## src/rtl/fpu_pkg.sv

```systemverilog
// rtl/fpu_pkg.sv - shared IEEE-754 single-precision constants, FSM states and field layout
package fpu_pkg;
  localparam int EXP_W = 8;
  localparam int MAN_W = 23;
  localparam int BIAS  = 127;

  localparam logic [31:0] QNAN    = 32'h7FC00000;
  localparam logic [31:0] POS_INF = 32'h7F800000;

  localparam logic [1:0] IDLE = 2'd0;
  localparam logic [1:0] DIV  = 2'd1;
  localparam logic [1:0] NORM = 2'd2;
  localparam logic [1:0] DONE = 2'd3;

  typedef struct packed {
    logic             sign;
    logic [EXP_W-1:0] exp;
    logic [MAN_W-1:0] frac;
  } fp32_t;
endpackage

```

## src/rtl/ieee754_mant_divider.sv

```systemverilog
// rtl/ieee754_mant_divider.sv - one radix-2 restoring division step on 24-bit significands
module ieee754_mant_divider
  import fpu_pkg::*;
(
  input  logic [MAN_W+1:0] r,
  input  logic [MAN_W:0]   mb,
  output logic [MAN_W+1:0] r_next,
  output logic             q_bit
);
  logic [MAN_W:0] diff;

  always_comb begin
    q_bit  = r >= {1'b0, mb};
    // r < 2*mb always holds, so the partial remainder fits in 24 bits either way
    diff   = q_bit ? (r[MAN_W:0] - mb) : r[MAN_W:0];
    r_next = {diff, 1'b0};
  end
endmodule

```

## src/rtl/ieee754_fpu_divider.sv

```systemverilog
// rtl/ieee754_fpu_divider.sv - sequential IEEE-754 single-precision divider (a / b), denormals flushed
// Define FPU_DIV_RNE_EN for round-to-nearest-even; the default build truncates toward zero.
module ieee754_fpu_divider
  import fpu_pkg::*;
(
  input  logic        clk,
  input  logic        rst,
  input  logic        in_valid,
  output logic        in_ready,
  input  logic [31:0] a,
  input  logic [31:0] b,
  output logic        out_valid,
  input  logic        out_ready,
  output logic [31:0] result,
  output logic        overflow,
  output logic        underflow,
  output logic        div_by_zero,
  output logic        invalid
);
  localparam int               SIG_W     = MAN_W + 1;
  localparam int               Q_W       = MAN_W + 3;
  localparam logic [4:0]       LAST_STEP = 5'(Q_W - 1);
  localparam logic [EXP_W-1:0] EXP_MAX   = '1;

  fp32_t op_a, op_b;
  logic  a_zero, a_inf, a_nan, b_zero, b_inf, b_nan, sign_in;

  logic [1:0]       state_q, state_d;
  logic             sign_q, sign_d;
  logic [9:0]       e_q, e_d;
  logic [SIG_W-1:0] mb_q, mb_d;
  logic [SIG_W:0]   r_q, r_d;
  logic [Q_W-1:0]   q_q, q_d;
  logic [4:0]       cnt_q, cnt_d;
  logic [31:0]      result_q, result_d;
  logic [3:0]       flags_q, flags_d;  // {overflow, underflow, div_by_zero, invalid}

  logic [SIG_W:0]   r_step;
  logic             q_bit;
  logic [9:0]       e_n, e_r;
  logic [SIG_W-1:0] sig;
  logic [SIG_W:0]   sig_r;
  logic [MAN_W-1:0] frac_r;
`ifdef FPU_DIV_RNE_EN
  logic             guard, sticky;
`endif

  assign op_a    = a;
  assign op_b    = b;
  assign a_zero  = op_a.exp == '0;
  assign a_inf   = (op_a.exp == EXP_MAX) && (op_a.frac == '0);
  assign a_nan   = (op_a.exp == EXP_MAX) && (op_a.frac != '0);
  assign b_zero  = op_b.exp == '0;
  assign b_inf   = (op_b.exp == EXP_MAX) && (op_b.frac == '0);
  assign b_nan   = (op_b.exp == EXP_MAX) && (op_b.frac != '0);
  assign sign_in = op_a.sign ^ op_b.sign;

  ieee754_mant_divider u_step (
    .r      (r_q),
    .mb     (mb_q),
    .r_next (r_step),
    .q_bit  (q_bit)
  );

  // A quotient below 1.0 leaves q[Q_W-1] clear and needs one left shift.
  always_comb begin
    e_n = q_q[Q_W-1] ? e_q : e_q - 10'd1;
    sig = q_q[Q_W-1] ? q_q[Q_W-1:2] : q_q[Q_W-2:1];
`ifdef FPU_DIV_RNE_EN
    guard  = q_q[Q_W-1] ? q_q[1] : q_q[0];
    sticky = (|r_q) | (q_q[Q_W-1] & q_q[0]);
    sig_r  = {1'b0, sig} + {{SIG_W{1'b0}}, guard & (sticky | sig[0])};
`else
    sig_r  = {1'b0, sig};
`endif
    e_r    = e_n + {9'd0, sig_r[SIG_W]};
    frac_r = sig_r[SIG_W] ? sig_r[MAN_W:1] : sig_r[MAN_W-1:0];
  end

  always_comb begin
    state_d  = state_q;
    sign_d   = sign_q;
    e_d      = e_q;
    mb_d     = mb_q;
    r_d      = r_q;
    q_d      = q_q;
    cnt_d    = cnt_q;
    result_d = result_q;
    flags_d  = flags_q;
    case (state_q)
      IDLE: if (in_valid) begin
        sign_d  = sign_in;
        e_d     = {2'b00, op_a.exp} - {2'b00, op_b.exp} + 10'(BIAS);
        mb_d    = {1'b1, op_b.frac};
        r_d     = {2'b01, op_a.frac};
        q_d     = '0;
        cnt_d   = '0;
        state_d = DONE;
        if (a_nan || b_nan || (a_zero && b_zero) || (a_inf && b_inf)) begin
          result_d = QNAN;
          flags_d  = 4'b0001;
        end else if (a_inf) begin
          result_d = POS_INF | {sign_in, 31'd0};
          flags_d  = 4'b0000;
        end else if (b_zero) begin
          result_d = POS_INF | {sign_in, 31'd0};
          flags_d  = 4'b0010;
        end else if (a_zero || b_inf) begin
          result_d = {sign_in, 31'd0};
          flags_d  = 4'b0000;
        end else begin
          state_d = DIV;
        end
      end
      DIV: begin
        r_d   = r_step;
        q_d   = {q_q[Q_W-2:0], q_bit};
        cnt_d = cnt_q + 5'd1;
        if (cnt_q == LAST_STEP) state_d = NORM;
      end
      NORM: begin
        state_d = DONE;
        if ($signed(e_r) >= 10'sd255) begin
          result_d = POS_INF | {sign_q, 31'd0};
          flags_d  = 4'b1000;
        end else if ($signed(e_r) <= 10'sd0) begin
          result_d = {sign_q, 31'd0};
          flags_d  = 4'b0100;
        end else begin
          result_d = {sign_q, e_r[EXP_W-1:0], frac_r};
          flags_d  = 4'b0000;
        end
      end
      DONE: if (out_ready) state_d = IDLE;
      default: state_d = IDLE;
    endcase
  end

  always_ff @(posedge clk or posedge rst) begin
    if (rst) begin
      state_q  <= IDLE;
      sign_q   <= 1'b0;
      e_q      <= '0;
      mb_q     <= '0;
      r_q      <= '0;
      q_q      <= '0;
      cnt_q    <= '0;
      result_q <= '0;
      flags_q  <= '0;
    end else begin
      state_q  <= state_d;
      sign_q   <= sign_d;
      e_q      <= e_d;
      mb_q     <= mb_d;
      r_q      <= r_d;
      q_q      <= q_d;
      cnt_q    <= cnt_d;
      result_q <= result_d;
      flags_q  <= flags_d;
    end
  end

  assign in_ready    = state_q == IDLE;
  assign out_valid   = state_q == DONE;
  assign result      = result_q;
  assign overflow    = flags_q[3];
  assign underflow   = flags_q[2];
  assign div_by_zero = flags_q[1];
  assign invalid     = flags_q[0];
endmodule
```

## config.mk

```make
export PLATFORM = sky130hd
export DESIGN_NAME = ieee754_fpu_divider
export DESIGN_NICKNAME = d
export VERILOG_FILES = /design/src/rtl/fpu_pkg.sv /design/src/rtl/ieee754_mant_divider.sv /design/src/rtl/ieee754_fpu_divider.sv
export SDC_FILE = /design/constraint.sdc
export NUM_CORES = 1
export LEC_CHECK = 0
export ABC_AREA = 0
export CAP_MARGIN = 10
export CORE_ASPECT_RATIO = 1.5
export CORE_UTILIZATION = 51
export CTS_CLUSTER_DIAMETER = 120
export DETAILED_ROUTE_END_ITERATION = 8
export PLACE_DENSITY = 0.72
export SYNTH_ARGS = -nofsm -noshare
export SYNTH_HDL_FRONTEND = slang
export SYNTH_SLANG_ARGS = --single-unit
```

## constraint.sdc

```tcl
create_clock -name clk -period 14.1 [get_ports clk]
set_input_delay 4.23 -clock clk [delete_from_list [all_inputs] [get_ports clk]]
set_output_delay 4.23 -clock clk [all_outputs]
set_load 0.02 [all_outputs]
```

==> metrics.yaml <==
run_status:
  status: "completed"
clock_network:
  cts.sinks: 129
  numCtsBuffers: 17
  clock_path_buffers: 2
  ctsResizeCount: 0
  cts_setup_buffers: 0
  clock_latency_ns: 0.43
  ctsHoldBuffers: 0
  clk_pin_slew_worst_paths_ns: 0.08
  cts_tree: "done"
  htreeDepth: 4
  cts_root_buffer: "clkbuf_16"
power_and_ir_drop:
  p_leak_nw: 4.224
  ir_worst_vdd_v: 0.0001325
  p_total_mw: 2.433
  p_per_area_nw_per_um2: 248.8
global_route:
  grt_pass1_wl_um: 32260
  antenna_found_initial: 0
  grt_pass1_vias: 6572
  grt_max_degree: 80
  gr-total-overflow: 0
  grt_use_total: 0.2506
synthesis:
  synth_fa_ha_area_frac: 0.06760
  synth.distinct_cells: 72
  synth-simple-area-share: 0.1635
  synth_mux_area_frac: 0.07667
  synth_top_family_by_area: "compound AO/OA/AOI/OAI gates"
  synthXorXnorAreaFrac: 0.04381
  synth_compound_area_frac: 0.1967
  synth_edf_count: 0
  syn_inst: 858
  ys_ff_latch: 129
  syn_avg_cell_area_um2: 9.320
  synth.cell_area_um2: 7996
  syn-num-nets: 968
  ys_warn_count: 0
  ys.flop_type: "dfrtp_1"
  synthArstFlopShare: 1.000
  synth-seq-area-share: 0.4037
final_layout:
  layout.nets: 1058
  post-route-cell-area_um2: 9777
  final_common_cell: "dfrtp_1"
  layout_common_cells: "129 x dfrtp_1, 105 x clkdlybuf4s50_1, 78 x nand2_1, 55 x nor2_1, 52 x a21oi_1"
  drive_gt1_frac: 0.08637
  antenna_cells: 0
  final_util: 0.6429
  final_cells: 1160
  nFillCells: 1290
  areaGrowthSynthToFinish_pct: 22.27
drt:
  ant_nets: 0
  dr.first_iter.drc_count: 323
  drt-pass1-iter-count: 5
  vias: 6797
  postRouteWirelength_um: 19770
  drc_errors: 0
  viasPerCell: 5.859
  wl_per_cell_um: 17.05
setup_path:
  r2r_slack_ns: 10.84
  path_class: "input port to register"
  r2r-start: "r_q[19]"
  slowest_stage: "or3_4"
  path_cells: "clkdlybuf4s50_1, nand4_1, or4_1, and4_4, a21o_1, or3_4, o21ai_0"
  end_kind: "register"
  arrival_ns: 7.10
  worstPathRequired_ns: 14.44
  cpPeakStageDelay_ns: 0.68
  r2r_end: "r_q[4]"
  cp-start-kind: "input port"
  cp_max_fo: 36
  ff2ff_path_depth: 10
timing:
  tightest_slew_ns: 1.123
  drv_slew: 0
  timing.final.ws_setup_ns: 7.335
  finalCriticalPeriod_ns: 6.765
  finalSetupViolations: 0
  rsz0062_at_grt: "no"
  setup_tns_ns: 0
  period_share: 0.4798
  slew_headroom: 0.2513
  finalHoldViolCount: 0
  fin_hold_ws_ns: 0.4608
  fmax_ghz: 0.1478
  finClkSkew_ns: 0.02040
worst_hold_path:
  whs_path_depth: 2
  worstHoldStart: "mb_q[23]"
  hp-class: "register to register"
  hold_path_end: "mb_q[23]"
placed_design:
  place_area_um2: 9168
  place_congestion: 0.9335
  port_buffers: 105
  dpl.cell_count: 1128
  dpl.hpwl_um: 14150
  pre_cts_slack_ns: 6.894
floorplanning:
  design.core.area_um2: 15210
  die_w_um: 104.2
  io_pins: 106
  start_util: 0.5258
  row_count: 55
  die_h_um: 155.4
  design.die.area_um2: 16190
job:
  maxCapViolCount: 0
-- cells in the mapped netlist, types with 3 or more instances --
| library cell | number | share of area |
|---|---|---|
| and2_1 | 7 | 0.0055 |
| nand4b_1 | 3 | 0.0033 |
| mux2_2 | 26 | 0.037 |
| o31ai_1 | 5 | 0.0047 |
| clkbuf_1 | 27 | 0.013 |
| nor3b_1 | 4 | 0.0038 |
| o21a_1 | 7 | 0.0066 |
| a211o_1 | 4 | 0.0044 |
| a31o_1 | 3 | 0.0033 |
| nand2b_1 | 12 | 0.0094 |
| o21ai_0 | 46 | 0.029 |
| a21boi_0 | 3 | 0.0028 |
| o21ai_1 | 24 | 0.015 |
| a31o_2 | 3 | 0.0033 |
| a211oi_1 | 4 | 0.0038 |
| a31oi_1 | 7 | 0.0055 |
| o22ai_1 | 12 | 0.0094 |
| dfrtp_1 | 129 | 0.40 |
| a21oi_1 | 52 | 0.033 |
| nand4_1 | 12 | 0.0094 |
| a21o_1 | 12 | 0.011 |
| nor2b_1 | 11 | 0.0086 |
| buf_2 | 6 | 0.0038 |
| nor4_1 | 17 | 0.013 |
| a22o_1 | 25 | 0.027 |
| buf_6 | 3 | 0.0042 |
| nor2_1 | 56 | 0.026 |
| nor3_1 | 18 | 0.011 |
| o211a_1 | 3 | 0.0038 |
| and3_1 | 6 | 0.0047 |
| nand2_1 | 79 | 0.037 |
| xnor2_1 | 19 | 0.021 |
| o22a_1 | 7 | 0.0077 |
| mux2i_1 | 32 | 0.040 |
| o21bai_1 | 3 | 0.0028 |
| xor2_1 | 21 | 0.023 |
| ha_1 | 40 | 0.063 |
| or3_1 | 13 | 0.010 |
| nand3_1 | 5 | 0.0031 |
| inv_1 | 51 | 0.024 |
-- cells by family after synthesis --
| family | count (synthesis) |
|---|---|
| simple gates | 258 |
| compound gates | 239 |
| flops | 129 |
| buf+inv | 92 |
| mux | 58 |
| fa+ha+maj | 42 |
| xor+xnor | 40 |
-- where the power goes --
group | leakage, nW | internal, mW | switching [mW]
Combinational | 2.29 | 0.570 | 0.787
Sequential | 1.63 | 0.508 | 0.108
Clock | 0.298 | 0.256 | 0.204
Total | 4.22 | 1.33 | 1.10
-- state kept, by name (all words and copies together) (netlist names) --
| name | count |
|---|---|
| q_q | 26 |
| e_q | 10 |
| sign_q | 1 |
| flags_q | 4 |
| cnt_q | 5 |
| mb_q | 24 |
| state_q | 2 |
| r_q | 25 |
| result | 32 |
-- cell type report --
cell class / instances / area (um2) / share of cell area
Clock buffer: 17 / 425.4 / 0.04351
Clock inverter: 15 / 183.9 / 0.01881
Inverter: 51 / 193.9 / 0.01984
Multi-Input combinational cell: 637 / 4393 / 0.4493
Sequential cell: 129 / 3228 / 0.3302
Tap cell: 199 / 249.0 / 0.02547
Timing Repair Buffer: 112 / 1104 / 0.1129
-- layer usage --
metal,GRT usage,share of wire,up-vias
li1,-,-,3280
met1,0.2966,0.41,3296
met2,0.4571,0.52,187
met3,0.02262,0.033,34
met4,0.1177,0.029,0
met5,0,0,-
-- how the worst max path moves through the flow --
stage | slack, ns | start | end
3_3_place_gp | 6.97 | b[23] | result[21]
2_1_floorplan | 6.43 | rst | cnt_q[0]
3_5_place_dp | 6.89 | b[23] | result[20]
4_1_cts | 7.29 | b[23] | result[20]
5_1_grt | 7.15 | b[23] | result[21]
6_report | 7.33 | b[23] | result[20]
-- critical path, delay by kind of cell --
kind	cells	cell delay, ns
and+or+nand+nor	4	1.59
AOI/OAI and AO/OA	2	0.75
buffers and inverters	1	0.52
No activity file was read; power rests on OpenSTA's default activity.
